`config.mk`:
```
export PLATFORM = sky130hd
export DESIGN_NAME = me_scheduler_flat
export DESIGN_NICKNAME = d
export VERILOG_FILES = /design/src/rtl/me_scheduler_if.sv /design/src/rtl/me_scheduler.sv /design/src/flat_wrapper.sv
export SDC_FILE = /design/constraint.sdc
export NUM_CORES = 1
export LEC_CHECK = 0
export ABC_AREA = 1
export CORE_MARGIN = 2
export CORE_UTILIZATION = 50
export DETAILED_ROUTE_END_ITERATION = 10
export HOLD_SLACK_MARGIN = 0.1
export PLACE_DENSITY = 0.8
export SYNTH_ARGS = -nofsm -noshare
export SYNTH_HDL_FRONTEND = slang
export SYNTH_SLANG_ARGS = --single-unit
```
`constraint.sdc`:
```
create_clock -name clk -period 2.5 [get_ports clk]
set_clock_uncertainty 0.15 [all_clocks]
set_input_delay 0.5 -clock clk [delete_from_list [all_inputs] [get_ports clk]]
set_output_delay 0.5 -clock clk [all_outputs]
set_load 0.1 [all_outputs]
```
`src/rtl/me_scheduler_if.sv`:
```
// Bus between the motion-estimation sequencer and its SAD datapath.
// Handshake: there is no backpressure. pe_enable marks the cycle in which
// ref_data/search_data are valid and must be consumed; cand_done is a
// one-cycle pulse qualifying cand_x1/cand_x2/cand_y. start_signal is a level
// request whose rising edge starts a run; process_completed is held until
// start_signal is low again.
interface me_scheduler_if;
  logic       start_signal;
  logic [7:0] address_ref;
  logic [9:0] address_search1;
  logic [9:0] address_search2;
  logic       pe_enable;
  logic       acc_clear;
  logic       cand_done;
  logic [3:0] cand_x1;
  logic [3:0] cand_x2;
  logic [3:0] cand_y;
  logic       process_completed;
  logic [1:0] fsm_state;

  modport master (
    input  start_signal,
    output address_ref, address_search1, address_search2,
    output pe_enable, acc_clear, cand_done,
    output cand_x1, cand_x2, cand_y, process_completed, fsm_state
  );

  modport slave (
    output start_signal,
    input  address_ref, address_search1, address_search2,
    input  pe_enable, acc_clear, cand_done,
    input  cand_x1, cand_x2, cand_y, process_completed, fsm_state
  );
endinterface

```
`src/rtl/me_scheduler.sv`:
```
// Full-search block-matching sequencer: 16x16 block in a 32x32 window,
// two horizontally adjacent candidates per 256-cycle pass, 128 passes.
// fsm_state exposes the FSM encoding (0 IDLE, 1 RUN, 2 DRAIN, 3 DONE).
module me_scheduler (
  input logic           clk,
  input logic           rst,
  me_scheduler_if.master bus
);

  typedef enum logic [1:0] {
    IDLE  = 2'd0,
    RUN   = 2'd1,
    DRAIN = 2'd2,
    DONE  = 2'd3
  } state_t;

  state_t     state;
  state_t     state_nx;
  logic       start_q;
  logic [7:0] pix;
  logic [6:0] cand;
  logic       drain_cnt;

  logic       start_edge;
  logic       issue;
  logic       last_issue;
  logic [4:0] row;
  logic [4:0] col;

  // Read-latency delay line: qualifiers and the pair tag follow the memory
  logic       pe_q;
  logic       clr_q;
  logic       last_q;
  logic [6:0] tag_q;
  logic       done_q;
  logic [3:0] x1_q;
  logic [3:0] x2_q;
  logic [3:0] y_q;

  assign start_edge = bus.start_signal & ~start_q;
  assign issue      = (state == RUN);
  assign last_issue = issue && (pix == 8'hFF) && (cand == 7'h7F);

  // Next-state logic; start edges outside IDLE are ignored
  always_comb begin
    state_nx = state;
    case (state)
      IDLE:    if (start_edge) state_nx = RUN;
      RUN:     if (last_issue) state_nx = DRAIN;
      DRAIN:   if (drain_cnt) state_nx = DONE;
      DONE:    if (!bus.start_signal) state_nx = IDLE;
      default: state_nx = IDLE;
    endcase
  end

  // State register, start-edge detector, pixel and candidate counters
  always_ff @(posedge clk) begin
    if (rst) begin
      state     <= IDLE;
      start_q   <= 1'b0;
      pix       <= 8'd0;
      cand      <= 7'd0;
      drain_cnt <= 1'b0;
    end else begin
      state     <= state_nx;
      start_q   <= bus.start_signal;
      drain_cnt <= (state == DRAIN) && !drain_cnt;
      if (state == IDLE && start_edge) begin
        pix  <= 8'd0;
        cand <= 7'd0;
      end else if (issue) begin
        pix <= pix + 8'd1;
        if (pix == 8'hFF) cand <= cand + 7'd1;
      end
    end
  end

  // One-cycle delay matching the registered memory read, plus tag capture
  always_ff @(posedge clk) begin
    if (rst) begin
      pe_q   <= 1'b0;
      clr_q  <= 1'b0;
      last_q <= 1'b0;
      tag_q  <= 7'd0;
      done_q <= 1'b0;
      x1_q   <= 4'd0;
      x2_q   <= 4'd0;
      y_q    <= 4'd0;
    end else begin
      pe_q   <= issue;
      clr_q  <= issue && (pix == 8'd0);
      last_q <= issue && (pix == 8'hFF);
      tag_q  <= cand;
      done_q <= last_q;
      if (last_q) begin
        // Window offsets minus 8 give the signed displacement
        x1_q <= {tag_q[2:0], 1'b0} - 4'd8;
        x2_q <= {tag_q[2:0], 1'b1} - 4'd8;
        y_q  <= tag_q[6:3] - 4'd8;
      end
    end
  end

  // Search position = pixel position + candidate offset (even column pairs)
  assign row = {1'b0, pix[7:4]} + {1'b0, cand[6:3]};
  assign col = {1'b0, pix[3:0]} + {1'b0, cand[2:0], 1'b0};

  assign bus.address_ref       = issue ? pix : 8'd0;
  assign bus.address_search1   = issue ? {row, col} : 10'd0;
  assign bus.address_search2   = issue ? ({row, col} + 10'd1) : 10'd0;
  assign bus.pe_enable         = pe_q;
  assign bus.acc_clear         = clr_q;
  assign bus.cand_done         = done_q;
  assign bus.cand_x1           = x1_q;
  assign bus.cand_x2           = x2_q;
  assign bus.cand_y            = y_q;
  assign bus.process_completed = (state == DONE);
  assign bus.fsm_state         = state;

endmodule

```
`src/flat_wrapper.sv`:
```
// flat-port wrapper written by rule: the top's interface ports become plain ports
module me_scheduler_flat 
  (clk, rst, bus_start_signal, bus_address_ref, bus_address_search1, bus_address_search2, bus_pe_enable, bus_acc_clear, bus_cand_done, bus_cand_x1, bus_cand_x2, bus_cand_y, bus_process_completed, bus_fsm_state);
  me_scheduler_if bus_i ();
  input logic clk;
  input logic rst;
  input wire logic [$bits(bus_i.start_signal)-1:0] bus_start_signal;
  output wire logic [$bits(bus_i.address_ref)-1:0] bus_address_ref;
  output wire logic [$bits(bus_i.address_search1)-1:0] bus_address_search1;
  output wire logic [$bits(bus_i.address_search2)-1:0] bus_address_search2;
  output wire logic [$bits(bus_i.pe_enable)-1:0] bus_pe_enable;
  output wire logic [$bits(bus_i.acc_clear)-1:0] bus_acc_clear;
  output wire logic [$bits(bus_i.cand_done)-1:0] bus_cand_done;
  output wire logic [$bits(bus_i.cand_x1)-1:0] bus_cand_x1;
  output wire logic [$bits(bus_i.cand_x2)-1:0] bus_cand_x2;
  output wire logic [$bits(bus_i.cand_y)-1:0] bus_cand_y;
  output wire logic [$bits(bus_i.process_completed)-1:0] bus_process_completed;
  output wire logic [$bits(bus_i.fsm_state)-1:0] bus_fsm_state;
  assign bus_i.start_signal = bus_start_signal;
  assign bus_address_ref = bus_i.address_ref;
  assign bus_address_search1 = bus_i.address_search1;
  assign bus_address_search2 = bus_i.address_search2;
  assign bus_pe_enable = bus_i.pe_enable;
  assign bus_acc_clear = bus_i.acc_clear;
  assign bus_cand_done = bus_i.cand_done;
  assign bus_cand_x1 = bus_i.cand_x1;
  assign bus_cand_x2 = bus_i.cand_x2;
  assign bus_cand_y = bus_i.cand_y;
  assign bus_process_completed = bus_i.process_completed;
  assign bus_fsm_state = bus_i.fsm_state;
  me_scheduler u_core (.clk(clk), .rst(rst), .bus(bus_i));
endmodule
```
# == Yosys cells after proc, flatten, opt, wreduce, memory -nomap -nowiden ==
# Index checks and enable logic that the tools add are counted.
# word_totals
regBits,42
in_bits,3
out_inout_bits,46
elab_cells,51
# op_classes
add_sub_neg,8
n_eq_ne,9
mux,8
n_bitwise,2
n_reduce_logical,11
# ops
op,n
$mux W10,2
$sub A4 B4 Y4 const B,3
$add A10 B1 Y10 const B,1
$add A4 B4 Y5,2
$add A8 B1 Y8 const B,1
$eq A8 B8 Y1 const B,1
$logic_not A8 Y1,1
$mux W2,4
$mux W8,1
$pmux W2 S4,1
$add A7 B1 Y7 const B,1
$eq A7 B7 Y1 const B,1
$logic_and A1 B1 Y1,5
$eq A2 B2 Y1 const B,2
$ne A2 B1 Y1 const B,2
$ne A2 B2 Y1 const B,2
$reduce_and A4 Y1,1
$eq A2 B1 Y1 const B,1
$logic_not A2 Y1,1
$reduce_and A2 Y1,1
$reduce_or A2 Y1,1
$and A1 B1 Y1,1
$logic_not A1 Y1,1
$not A1 Y1,1

# == Longest topological paths before layout ==
# logic_depth
ltp_word,5
mapped_depth,11
ltp_nobuf,11

# == Least setup slack after synthesis ==
# Ideal clock, no wire load.
# synth_timing
kind,register to output
startpoint,register u_core.state[0] (netlist: u_core.bus.fsm_state[0])
endpoint,output bus_address_search2[6]
arrival_ps,3649
required_ps,1850
setup_slack_ps,-1799
path_stages_with_launch,7
path_buffers,1
cell_sequence,dfxtp_1 > ha_1 > buf_4 > inv_2 > nor2_1 > o21ai_0 > inv_1
# synth_between
elab_chain_len,2
# synth_lines
item,line,source
start: declaration,me_scheduler.sv:17,state_t state;
start signal: assignment,me_scheduler.sv:65,state <= state_nx;
$eq A2 B1 Y1,me_scheduler.sv:41,assign issue = (state == RUN);
via u_core.issue,me_scheduler.sv:25,logic issue;
$mux W10,me_scheduler.sv:110,"assign bus.address_search2 = issue ? ({row, col} + 10'd1) : 10'd0;"
end: declaration,flat_wrapper.sv:10,output wire logic [$bits(bus_i.address_search2)-1:0] bus_address_search2;
# The timed path passes the listed nets, and every way through them passes these cells.

# == Worst setup path in the final report ==
# layout_timing
startpoint,register u_core.cand[0]
endpoint,output bus_address_search2[9]
# layout_between
elab_chain_len,3
# layout_lines
item,line,source
start: declaration,me_scheduler.sv:21,logic [6:0] cand;
start signal: assignment,me_scheduler.sv:73,if (pix == 8'hFF) cand <= cand + 7'd1;
$add A4 B4 Y5,me_scheduler.sv:106,"assign col = {1'b0, pix[3:0]} + {1'b0, cand[2:0], 1'b0};"
$add A10 B1 Y10,me_scheduler.sv:110,
$mux W10,me_scheduler.sv:110,
# No other way between the ends.

==> impl_summary.txt <==
----------------------------------------------------
[Worst setup path]
  Slowest library cell on the worst path ... fa_2
  Cell family contributing the most delay on the critical path ... adder cells
  Reg2Reg Setup Slack ... 0.18 ns
  Cells along the critical path ... ha_4 -> fa_2 -> nand3_4 -> nor2_4 -> nand3_4 -> nor2_4 -> nand3_2 -> nand2_2 -> nor2_4 -> buf_12
  Kind of end point of the critical path ... primary output
  Beginning of the worst register-to-register path ... u_core.bus.fsm_state[1]
  Maximum fanout count along the critical path ... 3
  Count of buffer and inverter cells on the critical path ... 1
  Arrival time reported for the critical path endpoint ... 2.29 ns
  Critical register-to-register path endpoint ... u_core.pix[5]
  Worst Setup Start Kind ... register
  Path type of the worst setup path ... register to primary output
  Required time of the worst setup path ... 1.85 ns
  Cell occurring most often along the worst timing path ... nor2_4
  Largest stage delay on the critical path ... 0.60 ns
  Depth of the most critical reg-to-reg path ... 9

[Cells and area]
  Register area ... 774 um^2
  Area growth from synthesis to final layout ... 68.4%
  Leading cell type in the layout, fill and taps excluded ... buf_4
  Layout Nets ... 398
  Leading cell types in the layout, fill and taps excluded ... 47 x buf_4, 35 x inv_1, 35 x nor2_1, 34 x nand2_1, 31 x dfxtp_1
  Number of antenna diodes ... 0
  Non-filler cells in the finished layout ... 429
  Area of the multi-input gates ... 0.00136 mm^2
  Final non-filler cell area ... 0.00358 mm^2
  Filler cell count ... 195
  Fraction of final layout cells with drive strength greater than 1 ... 0.441

[Place]
  Post-Place Cell Area ... 0.00327 mm^2
  Routability congestion estimate ... 0.926
  Placed cell count ... 413
  Post-DP HPWL ... 4.65 mm
  Number of port buffers ... 47
  Post-Place Setup Slack ... -0.110 ns

[Timing]
  RSZ-0062 raised after global routing ... yes
  Max Slew Vio Count ... 0
  Crit path setup slack, layout ... -0.444 ns
  Setup violations, final ... 12
  Final-report hold violation count ... 0
  Upper clock frequency limit ... 340 MHz
  Min Clock Period, post-route ... 2.94 ns
  Final critical-path share of the clock period ... 1.18
  Aggregate negative setup slack ... -3.09 ns

[Clocking]
  Reg clk slew, reported paths ... 0.08 ns
  CTS sink count ... 38
  Library cell used as clock root buffer ... clkbuf_8
  Clock Tree Buf Depth ... 2
  Insertion delay to the later sink of the worst-skew pair ... 0.30 ns
  TritonCTS clock tree ... built
  Number of clock buffers inserted by TritonCTS ... 5
  Number of H-tree branching levels ... 2

[Route]
  Via-to-Cell Ratio ... 5.73
  Post-Route WL ... 8.16 mm
  Via count ... 2458
  Remaining design rule violation count ... 0
  Starting DRT DRC Count ... 236
  DR pass1 iterations ... 6
  Routed wire per std cell ... 19.0 um
  Detail Route Antenna Nets ... 0

[Yosys]
  Total nets after synthesis ... 316
  Portion of synthesized cell area occupied by the leading cell type ... 0.358
  Avg Inst Size Synth ... 7.18 um^2
  Post-synthesis simple-gate area fraction ... 0.276
  Fraction of the mapped netlist area in compound gates ... 0.111
  Leading post-synthesis cells by cell area ... dfxtp_1 36%, ha_1 8.8%, inv_1 8.7%
  Arithmetic-cell share of the synthesized area counting full adders, half adders and majority gates ... 0.107
  Number of different library cells in the post-synthesis netlist ... 33
  Post-synthesis instance area ... 0.00212 mm^2
  Xor-xnor portion of the synthesized cell area ... 0.0206
  Part of the Yosys area used for sequential elements ... 0.358
  Main combinational cell family by area after synthesis ... simple AND/OR/NAND/NOR gates
  Number of standard cells after synthesis ... 296
  Flip-flop and latch count after synthesis ... 38
  Cell type with the highest aggregate area in the netlist ... dfxtp_1
  Yosys warns ... 0
  Multiplexer share of the synthesized area ... 0

[Min path]
  Hold Crit Depth ... 1
  HP Class ... register to register
  Hold path endpoint ... u_core.bus.cand_x1[3]
  Hold Path Origin ... u_core.tag_q[2]

[GRT]
  Via count of the first global-routing pass ... 2444
  Total track usage ... 0.320
  Antenna violations before repair ... 0
  First-pass GRT wire length ... 12.2 mm
  Global route overflow ... 0
  Pin count of the biggest net entering global routing ... 17

[Outcome]
  Failing checks ... setup timing
  Run status ... finished, violations left

[Pwr]
  Worst-case vdd ir drop ... 0.000365 V
  Lkg Pwr ... 1.50 nW
  Total power after layout ... 2.07 mW
  Total power density per cell area ... 578 mW/mm^2

[Floorplanning]
  Area of the core ... 0.00406 mm^2
  Ports ... 49
  Die area ... 0.00479 mm^2
  Std cell rows ... 23
  Die height ... 69.2 um
  Initial Utilization ... 0.524
  Width of the die ... 69.2 um

[Job]
  Max capacitance violation total ... 0

----------------------------------------------------
-- Yosys cell counts --
library cell	instances
a21oi_1	20
a31o_2	1
a31oi_1	3
buf_2	3
buf_4	7
clkbuf_1	2
conb_1	1
dfxtp_1	38
fa_1	2
ha_1	15
inv_1	49
inv_2	2
nand2_1	42
nand2_2	1
nand3_1	16
nand3_2	2
nand3b_1	1
nand4_1	3
nand4_2	1
nor2_1	45
nor2_2	3
nor2_4	1
nor3_1	6
nor3_2	2
nor3_4	1
nor4_1	1
o21a_1	1
o21ai_0	18
o21ai_1	2
or2_0	1
or2_1	1
xnor2_1	1
xor2_1	4
-- final cells by class --
class,instances,share of cell area
multi-input cells,195,0.380
repair buffers,87,0.292
flip-flops and latches,38,0.216
inverters,51,0.0640
clock buffers,7,0.0213
well taps,50,0.0175
clock inverters,1,0.00839
-- state kept, by name (all words and copies together) (netlist names), 2 cells and up --
| signal | count |
|---|---|
| u_core.bus.cand_x2 | 3 |
| u_core.bus.cand_y | 4 |
| u_core.bus.fsm_state | 2 |
| u_core.cand | 7 |
| u_core.pix | 8 |
| u_core.tag_q | 7 |
-- worst max path at each step --
stage / startpoint / to / cells past startpoint
finish: u_core.cand[0] / bus_address_search2[9] / 10
global route: u_core.cand[0] / bus_address_search2[7] / 9
CTS: u_core.pix[1] / bus_address_search2[7] / 8
detailed placement: u_core.pix[1] / bus_address_search2[8] / 10
global placement: u_core.pix[1] / bus_address_search2[8] / 10
floorplan: u_core.cand[3] / bus_address_search2[6] / 6
-- routing by layer --
metal	part of all wire	up-vias	GRT usage
li1	-	1097	-
met1	0.35	1145	0.357
met2	0.51	167	0.580
met3	0.078	49	0.0712
met4	0.056	0	0.139
met5	0	-	0
-- logic make-up after synthesis --
kind of cell,after synthesis
buffers and inverters,63
and+or+nand+nor,127
DFF,38
AOI/OAI and AO/OA,45
adders and majority gates,17
xor gates and xnor gates,5
other,1
-- power breakdown --
group	internal, mW	switching (mW)
combinational	0.243	0.625
clock	0.299	0.225
sequential	0.646	0.0287
-- through the flow --
step | hold WS (ns) | utilization
2_1_floorplan | 0.237 | -
3_3_place_gp | 0.242 | 0.805
3_5_place_dp | 0.260 | 0.805
4_1_cts | 0.272 | 0.864
5_1_grt | 0.287 | 0.882
6_report | 0.272 | 0.882
-- timing repair --
action	4_1_cts	5_1_grt
setup endpoints to repair	11	17
hold buffers	0	0
gates resized for setup	31	15
pin swaps	17	7
setup buffers	6	4
No activity file was read; power rests on OpenSTA's default activity.
